<file path="config.mk">
export PLATFORM = sky130hd
export DESIGN_NAME = rgb_pwm
export DESIGN_NICKNAME = d
export VERILOG_FILES = /design/src/rtl/rgb_pwm.sv
export SDC_FILE = /design/constraint.sdc
export NUM_CORES = 1
export LEC_CHECK = 0
export ABC_AREA = 1
export CELL_PAD_IN_SITES_DETAIL_PLACEMENT = 0
export CELL_PAD_IN_SITES_GLOBAL_PLACEMENT = 2
export CORE_ASPECT_RATIO = 1.25
export CORE_MARGIN = 1
export CORE_UTILIZATION = 25
export DETAILED_ROUTE_END_ITERATION = 10
export GPL_TIMING_DRIVEN = 0
export PLACE_DENSITY_LB_ADDON = 0.2
export RECOVER_POWER = 25
export SLEW_MARGIN = 5
export SYNTH_ARGS = -nofsm -noshare
export SYNTH_HDL_FRONTEND = slang
export SYNTH_SLANG_ARGS = --single-unit
</file>
<file path="constraint.sdc">
create_clock -name clk -period 1.39 [get_ports clk]
set_clock_uncertainty 0.05 [all_clocks]
set_input_delay 0.2085 -clock clk [delete_from_list [all_inputs] [get_ports clk]]
set_output_delay 0.2085 -clock clk [all_outputs]
set_load 0.02 [all_outputs]
</file>
<file path="src/rtl/rgb_pwm.sv">
// Three-channel active-low PWM stage with per-channel capture and period-aligned shadow load.
// Optional gamma shaping of the loaded duty is enabled by defining RGB_PWM_GAMMA_EN.
module rgb_pwm #(
    parameter int PWM_INTERVAL = 1200,
    parameter int DUTY_W       = $clog2(PWM_INTERVAL)
) (
    input  logic              clk,
    input  logic              rst_n,
    input  logic [DUTY_W-1:0] pwm_value,
    input  logic [1:0]        state,
    output logic              red_n,
    output logic              green_n,
    output logic              blue_n,
    output logic              period_start
);

    localparam int CAP_W = $clog2(PWM_INTERVAL + 1);
    localparam int SQ_W  = 2 * CAP_W;
    localparam logic [CAP_W-1:0] MAX_DUTY = CAP_W'(PWM_INTERVAL);
    localparam logic [CAP_W-1:0] LAST_CNT = CAP_W'(PWM_INTERVAL - 1);

    typedef enum logic [1:0] {
        CH_RED   = 2'd0,
        CH_GREEN = 2'd1,
        CH_BLUE  = 2'd2,
        CH_NONE  = 2'd3
    } chan_e;

    chan_e chanSel;
    assign chanSel = chan_e'(state);

    logic [CAP_W-1:0] cnt_q, cnt_d;
    logic [CAP_W-1:0] capRed_q, capRed_d, capGreen_q, capGreen_d, capBlue_q, capBlue_d;
    logic [CAP_W-1:0] actRed_q, actRed_d, actGreen_q, actGreen_d, actBlue_q, actBlue_d;
    logic             redN_q, redN_d, greenN_q, greenN_d, blueN_q, blueN_d;
    logic             periodStart_q, periodStart_d;
    logic [CAP_W-1:0] dutyClamped;

    // Maps a captured duty to the on-time used for the next period.
    function automatic logic [CAP_W-1:0] shapeDuty(input logic [CAP_W-1:0] c);
`ifdef RGB_PWM_GAMMA_EN
        logic [SQ_W-1:0] sq;
        sq = SQ_W'(c) * SQ_W'(c);
        return CAP_W'(sq / SQ_W'(PWM_INTERVAL));
`else
        return c;
`endif
    endfunction

    always_comb begin
        if (32'(pwm_value) > 32'(PWM_INTERVAL)) begin
            dutyClamped = MAX_DUTY;
        end else begin
            dutyClamped = CAP_W'(pwm_value);
        end
    end

    // Act registers only change on the last count, so a pulse in flight is never altered.
    always_comb begin
        cnt_d         = (cnt_q == LAST_CNT) ? '0 : cnt_q + CAP_W'(1);
        capRed_d      = capRed_q;
        capGreen_d    = capGreen_q;
        capBlue_d     = capBlue_q;
        actRed_d      = actRed_q;
        actGreen_d    = actGreen_q;
        actBlue_d     = actBlue_q;
        case (chanSel)
            CH_RED:   capRed_d   = dutyClamped;
            CH_GREEN: capGreen_d = dutyClamped;
            CH_BLUE:  capBlue_d  = dutyClamped;
            default:  ;
        endcase
        if (cnt_q == LAST_CNT) begin
            actRed_d   = shapeDuty(capRed_q);
            actGreen_d = shapeDuty(capGreen_q);
            actBlue_d  = shapeDuty(capBlue_q);
        end
        redN_d        = !(cnt_q < actRed_q);
        greenN_d      = !(cnt_q < actGreen_q);
        blueN_d       = !(cnt_q < actBlue_q);
        periodStart_d = (cnt_q == '0);
    end

    always_ff @(posedge clk or negedge rst_n) begin
        if (!rst_n) begin
            cnt_q         <= '0;
            capRed_q      <= '0;
            capGreen_q    <= '0;
            capBlue_q     <= '0;
            actRed_q      <= '0;
            actGreen_q    <= '0;
            actBlue_q     <= '0;
            redN_q        <= 1'b1;
            greenN_q      <= 1'b1;
            blueN_q       <= 1'b1;
            periodStart_q <= 1'b0;
        end else begin
            cnt_q         <= cnt_d;
            capRed_q      <= capRed_d;
            capGreen_q    <= capGreen_d;
            capBlue_q     <= capBlue_d;
            actRed_q      <= actRed_d;
            actGreen_q    <= actGreen_d;
            actBlue_q     <= actBlue_d;
            redN_q        <= redN_d;
            greenN_q      <= greenN_d;
            blueN_q       <= blueN_d;
            periodStart_q <= periodStart_d;
        end
    end

    assign red_n        = redN_q;
    assign green_n      = greenN_q;
    assign blue_n       = blueN_q;
    assign period_start = periodStart_q;

endmodule

</file>
==> results.json, run 1 <==
{
  "finalWorstSetupSlack_ps": -85.6,
  "n_antenna_cell": 0,
  "ir_drop_mv": 0.439,
  "vias": 3280,
  "antenna_found_initial": 0,
  "whs_ps": 169,
  "worstSetupPathType": "register to register",
  "syn_nets": 551,
  "setup_viol": 43,
  "globalplace.congestion": 0.758,
  "clockBufferDepth": 2,
  "avgSynthCellArea_um2": 8.15,
  "overflow": 0,
  "syn2layout_area_growth_pct": 37.7,
  "cts_tree": "built",
  "synth_common_cells": "193 x nand2_1, 78 x dfrtp_1, 68 x inv_1",
  "die_y_um": 145,
  "status": "finished, violations left",
  "slew_headroom_pct": 66.5,
  "drv_slew": 0,
  "num_io_pins": 19,
  "total_power_mw": 5.13,
  "synth-seq-cells": 81,
  "netlist.area_leader.share_pct": 47.5,
  "die_area_mm2": 0.0170,
  "wl_mm": 11.2,
  "start_util_pct": 25.5,
  "track_usage_pct": 14.3,
  "synth_cell_types": 28,
  "core_area_mm2": 0.0161,
  "violations": "negative setup slack",
  "drv_cap": 0,
  "grt_max_degree": 66,
  "drive_gt1_share_pct": 27.4,
  "fmax_mhz": 678,
  "setup_tns_ps": -2590,
  "pre_cts_slack_ps": -436,
  "post_drt_wl_per_cell_um": 14.4,
  "firstDrtPassIters": 4,
  "ant_nets": 0,
  "htree_levels": 3,
  "finalHoldViolCount": 0,
  "die_x_um": 117,
  "cts.reportedPaths.clkPinSlew_ps": 70,
  "place_hpwl_mm": 7.81,
  "async_reset_ff_share_pct": 100,
  "yosysWarnings": 0,
  "powerDensity_mw_per_mm2": 907,
  "leakagePower_nw": 2.81,
  "synthCells": 504,
  "cts.sinks": 81,
  "hold_path_class": "primary input to register",
  "synthTopCellsByArea": "dfrtp_1 48%, nand2_1 18%, ha_1 9.7%, inv_1 6.2%, nand3_1 4.1%",
  "grt_pass1_wl_mm": 17.9,
  "synth_most_common_cell": "nand2_1",
  "fin_crit_ps": 1480,
  "start_kind": "register",
  "end_kind": "register",
  "row_count": 52,
  "tightest_slew_ps": 503,
  "viasPerCell": 4.20,
  "drc_errors": 0,
  "synth_top_area_cell": "dfrtp_1",
  "portBuffers": 18,
  "fill_cells": 1738,
  "cp.required_ps": 1570,
  "numCtsBuffers": 9,
  "final_util_pct": 35.1,
  "synth.cell_area_mm2": 0.00411,
  "synth_edf_count": 0,
  "clk_latency_ps": 340,
  "grt_pass1_vias": 3307,
  "ys_seq_area_share_pct": 49.4,
  "final_nets": 608,
  "cp_max_fo": 5,
  "first_iter_violations": 90,
  "rsz0062_at_grt": "true",
  "synth_ff_type": "dfrtp_1",
  "cts_root_buffer": "clkbuf_16",
  "finalCritPeriodShare_pct": 106,
  "crit_arrival_ps": 1660
}
## path summary, 6_finish.rpt
path / from / to / slack (ps) / cells after the start
setup / recovery: cnt_q[1] / actGreen_q[8] / -90 / 9
hold / removal: pwm_value[1] / capBlue_q[1] / 170 / 3
setup reg to reg: cnt_q[1] / actGreen_q[8] / -90 / 9
hold reg to reg: capGreen_q[2] / capGreen_q[2] / 430 / 2
max in group asynchronous: rst_n / capRed_q[3] / 240 / 3
min in group asynchronous: rst_n / cnt_q[8] / 320 / 2
## final cells by class
type | instances | area (µm²) | area share (%)
repair buffers | 46 | 562 | 9.93
inverters | 73 | 282 | 4.97
plain buffers | 12 | 146 | 2.59
flip-flops and latches | 81 | 2040 | 36.1
clock buffers | 10 | 239 | 4.22
well taps | 216 | 270 | 4.78
multi-input cells | 338 | 2080 | 36.8
clock inverters | 5 | 32.5 | 0.575
## cell usage in the layout, fill, tap and decap left out, types with 3 or more instances in the layout
| cell | count |
|---|---|
| a21oi_1 | 12 |
| buf_12 | 7 |
| buf_2 | 3 |
| buf_4 | 14 |
| buf_6 | 4 |
| buf_8 | 5 |
| clkbuf_16 | 12 |
| clkbuf_2 | 3 |
| clkdlybuf4s50_1 | 9 |
| clkinvlp_4 | 3 |
| dfrtp_1 | 68 |
| dfrtp_2 | 10 |
| dfstp_2 | 3 |
| dlymetal6s2s_1 | 3 |
| ha_1 | 25 |
| ha_4 | 7 |
| inv_1 | 66 |
| inv_2 | 5 |
| nand2_1 | 152 |
| nand2_2 | 32 |
| nand2_4 | 10 |
| nand3_1 | 29 |
| nand3_2 | 4 |
| nand4_1 | 5 |
| nor2_1 | 16 |
| nor2_2 | 5 |
| nor2_4 | 3 |
| o21ai_0 | 12 |
| o21ai_1 | 4 |
| o21ai_2 | 6 |
| xor2_1 | 3 |
## cell families after synthesis
kind of cell               Yosys count  synth area share, %
and+or+nand+nor                    264                 26.6
buffers and inverters               85                 8.71
xor gates and xnor gates             3                0.640
DFF                                 81                 49.4
adders and majority gates           32                 9.74
AOI/OAI and AO/OA                   39                 4.87
## layer usage
metal,vias up,global-route usage [%],routed length (µm)
li1,1688,-,-
met1,1542,17.8,4970
met2,38,24.3,5820
met3,12,2.62,243
met4,0,5.51,180
met5,-,0,0
## flip-flops by register name, indices dropped and copies added, names as in the netlist
name,cells
actBlue_q,11
actGreen_q,11
actRed_q,11
blue_n,1
capBlue_q,11
capGreen_q,11
capRed_q,11
cnt_q,11
green_n,1
period_start,1
red_n,1
## critical path, stage by stage (launching register included)
cell and delay, ps:
dfrtp_2 420, ha_4 180, nand3_4 100, inv_4 50, nand3_4 110, clkinv_4 80, buf_12 140, buf_8 140
nand2_2 50, nand2_1 40
## where the power goes
group	switching (mW)	total [mW]	internal, mW
clock	0.992	2.23	1.24
combinational	0.222	0.342	0.120
sequential	0.0768	2.55	2.48
total	1.29	5.13	3.84
## timing repair
| item | 4_1_cts | 5_1_grt |
|---|---|---|
| pin swaps | 14 | 20 |
| endpoints found under the setup margin | 64 | 74 |
| buffers inserted | 13 | 7 |
| cloned | 3 | 3 |
| hold buffers | 1 | 0 |
| gates resized for setup | 64 | 81 |
| hold endpoints to repair | 16 | 0 |
## stage by stage
step,instances,cell area [µm²]
CTS,771,5320
global placement,738,4560
floorplan,504,4110
finish,781,5660
global route,781,5660
detailed placement,739,4590
Note: power is estimated with default switching activity, not from simulation.
==> run 2, diff against run 1 <==
- clock period: 1.39 -> 1.3 ns (I/O delays scaled with it)
==> run 2 against run 1 <==
  * The flow still finishes with violations (negative setup slack)
  * Critical endpoint is now actBlue_q[5]
  * Maximum frequency down 0.53%
  * Critical path type unchanged
  * Register-to-register slack got worse by 98 ps
  * Largest power group unchanged
  * Sequential power increased by 7%
  * Critical path depth down 1
  * Highest routed layer unchanged
  * Sequential share of layout area rose by 0.97 points
==> results.json, run 2 (synthesis gave the netlist of run 1 again) <==
{
  "fill_cells": 1768,
  "portBuffers": 18,
  "multi_input_area_mm2": 0.00199,
  "dp.cells": 739,
  "worstHoldStart": "pwm_value[0]",
  "end_kind": "register",
  "vias": 3251,
  "cts_tree": "built",
  "powerDensity_mw_per_mm2": 996,
  "drive_gt1_share_pct": 24.2,
  "leakagePower_nw": 2.76,
  "slew_headroom_pct": 66.2,
  "setup_viol": 43,
  "clk_latency_ps": 340,
  "cts_root_buffer": "clkbuf_16",
  "grt_pass1_vias": 3344,
  "n_antenna_cell": 0,
  "crit_buf_inv": 3,
  "cp_max_fo": 9,
  "num_io_pins": 19,
  "firstDrtPassIters": 6,
  "status": "finished, violations left",
  "wl_mm": 11.1,
  "ir_drop_mv": 0.494,
  "ant_nets": 0,
  "worstSetupPathType": "register to register",
  "drc_errors": 0,
  "syn2layout_area_growth_pct": 34.1,
  "overflow": 0,
  "die_y_um": 145,
  "crit_arrival_ps": 1660,
  "path_delay_family": "buffers and inverters",
  "setup_tns_ps": -6510,
  "antenna_found_initial": 0,
  "cts.reportedPaths.clkPinSlew_ps": 60,
  "clockBufferDepth": 2,
  "start_util_pct": 25.5,
  "fin_crit_ps": 1480,
  "cp.required_ps": 1480,
  "violations": "negative setup slack",
  "cts.sinks": 81,
  "finalCritPeriodShare_pct": 114,
  "cp-startpoint": "cnt_q[8]",
  "start_kind": "register",
  "core_area_mm2": 0.0161,
  "die_area_mm2": 0.0170,
  "drv_slew": 0,
  "track_usage_pct": 14.1,
  "layout_common_cells": "160 x nand2_1, 68 x dfrtp_1, 64 x inv_1",
  "final_cells": 778,
  "rsz0062_at_grt": "true",
  "place_hpwl_mm": 7.86,
  "finalWorstSetupSlack_ps": -183,
  "htree_levels": 3,
  "finalHoldViolCount": 0,
  "hold_path_class": "primary input to register",
  "row_count": 52,
  "total_power_mw": 5.49,
  "slowest_delay_ps": 440,
  "pre_cts_slack_ps": -501,
  "viasPerCell": 4.18,
  "tightest_slew_ps": 508,
  "globalplace.congestion": 0.753,
  "worstPathCellList": "inv_2, nand2_4, nor3_4, nand3_4, buf_12, clkbuf_16, nand2_2, nand2_1",
  "stdcell_area_mm2": 0.00551,
  "whs_ps": 153,
  "drv_cap": 0,
  "r2r-start": "cnt_q[8]",
  "seqCellArea_mm2": 0.00204,
  "grt_max_degree": 66,
  "post_dp_cell_area_mm2": 0.00459,
  "fmax_mhz": 674,
  "post_drt_wl_per_cell_um": 14.3,
  "final_util_pct": 34.2,
  "first_iter_violations": 62,
  "final_common_cell": "nand2_1",
  "die_x_um": 117,
  "grt_pass1_wl_mm": 17.8,
  "cp_slowest_cell": "dfrtp_2",
  "numCtsBuffers": 9,
  "final_nets": 605
}
==> run 2: cell types whose count changed in the layout (fill, tap and decap cells not counted), sizes merged, moves of 2 or more <==
| cell | delta |
|---|---|
| dlymetal6s2s | +4 |
| dlygate4sd2 | +2 |
| clkdlybuf4s50 | -6 |
| clkdlybuf4s15 | -2 |
==> run 2: per-layer routing <==
layer / wire, µm / global-route usage, %
met3: 225 / 2.17
met5: 0 / 0
met1: 4870 / 17.3
met4: 276 / 6.08
met2: 5720 / 24.3
==> run 2: path summary, 6_finish.rpt <==
path	endpoint	slack [ps]	depth (start not counted)
setup / recovery	actBlue_q[5]	-180	8
hold / removal	capRed_q[0]	150	3
setup reg to reg	actBlue_q[5]	-180	8
hold reg to reg	capGreen_q[7]	430	2
max in group asynchronous	capGreen_q[3]	150	3
min in group asynchronous	cnt_q[8]	310	2
==> run 2: power breakdown <==
| part | total, mW | internal (mW) | switching, mW |
|---|---|---|---|
| clock | 2.39 | 1.33 | 1.06 |
| sequential | 2.72 | 2.65 | 0.0698 |
| combinational | 0.380 | 0.137 | 0.242 |
| total | 5.49 | 4.12 | 1.38 |
==> run 2: area by class of cell <==
class                      count  share of cell area (%)
clock inverter                 5                   0.590
tap                          216                    4.90
multi-input combinational    339                    36.1
inverter                      73                    5.11
sequential                    81                    37.1
buffer                        12                    2.75
clock buffer                  10                    4.34
timing repair buffer          42                    9.17
==> run 2: tightest hold or removal path, cell delays in order <==
cell and delay, ps:
dlymetal6s2s_1 170, nand3_1 100, nand2_1 40
==> run 2: what timing repair did <==
action | 4_1_cts | 5_1_grt
setup buffers | 10 | 7
endpoints found under the hold margin | 16 | 0
endpoints found under the setup margin | 69 | 73
pin swaps | 9 | 16
cloned | 2 | 4
hold buffers | 1 | 0
gates resized for setup | 63 | 64
==> run 3, diff against run 2 <==
- CORE_UTILIZATION: 25 -> 33
- CTS_CLUSTER_SIZE: default -> 28
==> run 3 against run 2 <==
  * The flow still finishes with violations (negative setup slack)
  * Critical path depth up 1
  * Highest routed layer unchanged
  * Routed wire length down 4.3%
  * Power down 1.2%
  * Maximum frequency down 0.95%
  * Non-clock buffer count up 12
  * Design area up 4.5%
  * Global-route usage up 4.3 points
  * Sequential share of layout area down 1.6 points
==> results.json, run 3 (synthesis gave the netlist of run 1 again) <==
{
  "status": "finished, violations left",
  "violations": "negative setup slack",
  "ant_nets": 0,
  "vias": 3300,
  "cts.sinks": 81,
  "grt_pass1_vias": 3306,
  "reg2regPathDepth": 9,
  "viasPerCell": 4.48,
  "finalCritPeriodShare_pct": 115,
  "die_x_um": 102,
  "grt_use_met2_pct": 31.2,
  "cp_slowest_cell": "dfrtp_2",
  "p_sw_mw": 1.31,
  "drv_slew": 0,
  "drv_cap": 0,
  "numCtsBuffers": 9,
  "layout_common_cells": "143 x nand2_1, 69 x dfrtp_1, 64 x inv_1",
  "cts_tree": "built",
  "row_count": 45,
  "antenna_found_initial": 0,
  "num_io_pins": 19,
  "fin_crit_ps": 1500,
  "setup_viol": 91,
  "whs_ps": 137,
  "grt_max_degree": 48,
  "crit_arrival_ps": 1680,
  "pre_cts_slack_ps": -491,
  "seqCellArea_mm2": 0.00204,
  "worstSetupPathType": "register to register",
  "drive_gt1_share_pct": 30.9,
  "p_int_mw": 4.12,
  "finalHoldViolCount": 0,
  "powerDensity_mw_per_mm2": 942,
  "track_usage_pct": 18.4,
  "use_met3_pct": 2.31,
  "worstPathCellList": "ha_4, nand3_4, inv_4, nand3_4, buf_6, clkinv_8, clkbuf_16, nand2_1, nand2_1",
  "hold_path_class": "primary input to register",
  "rr_endpoint": "actRed_q[7]",
  "globalplace.congestion": 0.703,
  "slowest_delay_ps": 430,
  "cp.required_ps": 1480,
  "firstDrtPassIters": 4,
  "portBuffers": 18,
  "first_iter_violations": 111,
  "r2r-start": "cnt_q[1]",
  "clockBufferDepth": 2,
  "die_y_um": 127,
  "end_kind": "register",
  "r2r_slack_ps": -200,
  "rsz0062_at_grt": "true",
  "start_util_pct": 33.8,
  "ir_drop_mv": 0.579,
  "final_nets": 616,
  "path_depth": 9,
  "wl_mm": 10.6,
  "fmax_mhz": 668,
  "pwr-share-comb_pct": 6.8,
  "core_area_mm2": 0.0122,
  "post_dp_cell_area_mm2": 0.00453,
  "pwr-share-clk_pct": 42.7,
  "path_delay_family": "buffers and inverters",
  "tightest_slew_ps": 948,
  "fill_cells": 1224,
  "cp-startpoint": "cnt_q[1]",
  "clk_latency_ps": 340,
  "total_power_mw": 5.43,
  "top_usage_layer": "met2",
  "multi_input_area_mm2": 0.00216,
  "overflow": 0,
  "cts_root_buffer": "clkbuf_16",
  "endpoint": "actRed_q[7]",
  "n_antenna_cell": 0,
  "final_common_cell": "nand2_1",
  "crit_buf_inv": 4,
  "netSwitchingFraction_pct": 24.2,
  "slew_headroom_pct": 36.8,
  "die_area_mm2": 0.0129,
  "grt_pass1_wl_mm": 17.6,
  "htree_levels": 3,
  "cts.reportedPaths.clkPinSlew_ps": 60,
  "place_hpwl_mm": 7.29,
  "post_drt_wl_per_cell_um": 14.4,
  "grt_use_met1_pct": 23.3,
  "stdcell_area_mm2": 0.00576,
  "leakagePower_nw": 2.89,
  "finalWorstSetupSlack_ps": -198,
  "drc_errors": 0,
  "seq_power_share_pct": 50.5,
  "syn2layout_area_growth_pct": 40.2,
  "cp_max_fo": 7,
  "start_kind": "register"
}
## run 3: worst min-delay path by stage
stage                       startpoint             to  slack (ps)  depth (start not counted)
final                     pwm_value[2]  capGreen_q[2]         140                          3
after global routing      pwm_value[1]  capGreen_q[1]         160                          3
after CTS                 pwm_value[8]   capBlue_q[8]         300                          3
after detailed placement         rst_n       cnt_q[8]         140                          1
after global placement    capBlue_q[5]   actBlue_q[5]         410                          2
after floorplan                  rst_n   actBlue_q[0]        -150                          0
## run 3: per-layer routing
layer	share of wire, %	vias to the layer above	wire length [µm]
met2	52	35	5500
met4	1.9	0	204
met3	1.6	12	169
li1	-	1707	-
met5	0	-	0
met1	45	1546	4740
## run 3: stage by stage
stage / setup TNS (ps) / utilization [%] / cells
2_1_floorplan: -1360 / - / 504
6_report: -7290 / 47.4 / 737
3_3_place_gp: -274150 / 37.0 / 686
5_1_grt: -23970 / 47.4 / 737
4_1_cts: -7330 / 43.8 / 721
3_5_place_dp: -26430 / 37.2 / 687
## run 3: cell type report
class / instances / area share [%]
Multi-Input combinational cell: 338 / 37.5
Sequential cell: 81 / 35.4
Timing Repair Buffer: 54 / 11.3
Inverter: 73 / 5.02
Clock buffer: 12 / 4.28
Tap cell: 164 / 3.56
Buffer: 12 / 2.56
Clock inverter: 3 / 0.304
## run 3: worst reg2reg max path: stages, from the launching register on
cell and delay [ps]:
dfrtp_2 430, ha_4 170, nand3_4 90, inv_4 50, nand3_4 110, buf_6 140
clkinv_8 80, clkbuf_16 170, nand2_1 60, nand2_1 40
## run 3: power by group through the flow
stage                     sequential, mW  combinational (mW)  clock [mW]
after floorplan                     2.74               0.180           0
after global placement              2.76               0.346           0
after detailed placement            2.76               0.359           0
after CTS                           2.72               0.364        2.40
after global routing                2.76               0.431        2.50
final                               2.74               0.371        2.32
## run 3: what timing repair did
item / CTS / global route
resized for setup: 98 / 77
cloned: 5 / 2
endpoints found under the hold margin: 31 / 0
setup endpoints to repair: 69 / 74
hold buffers: 1 / 0
pin swaps: 18 / 14
setup buffers: 13 / 14
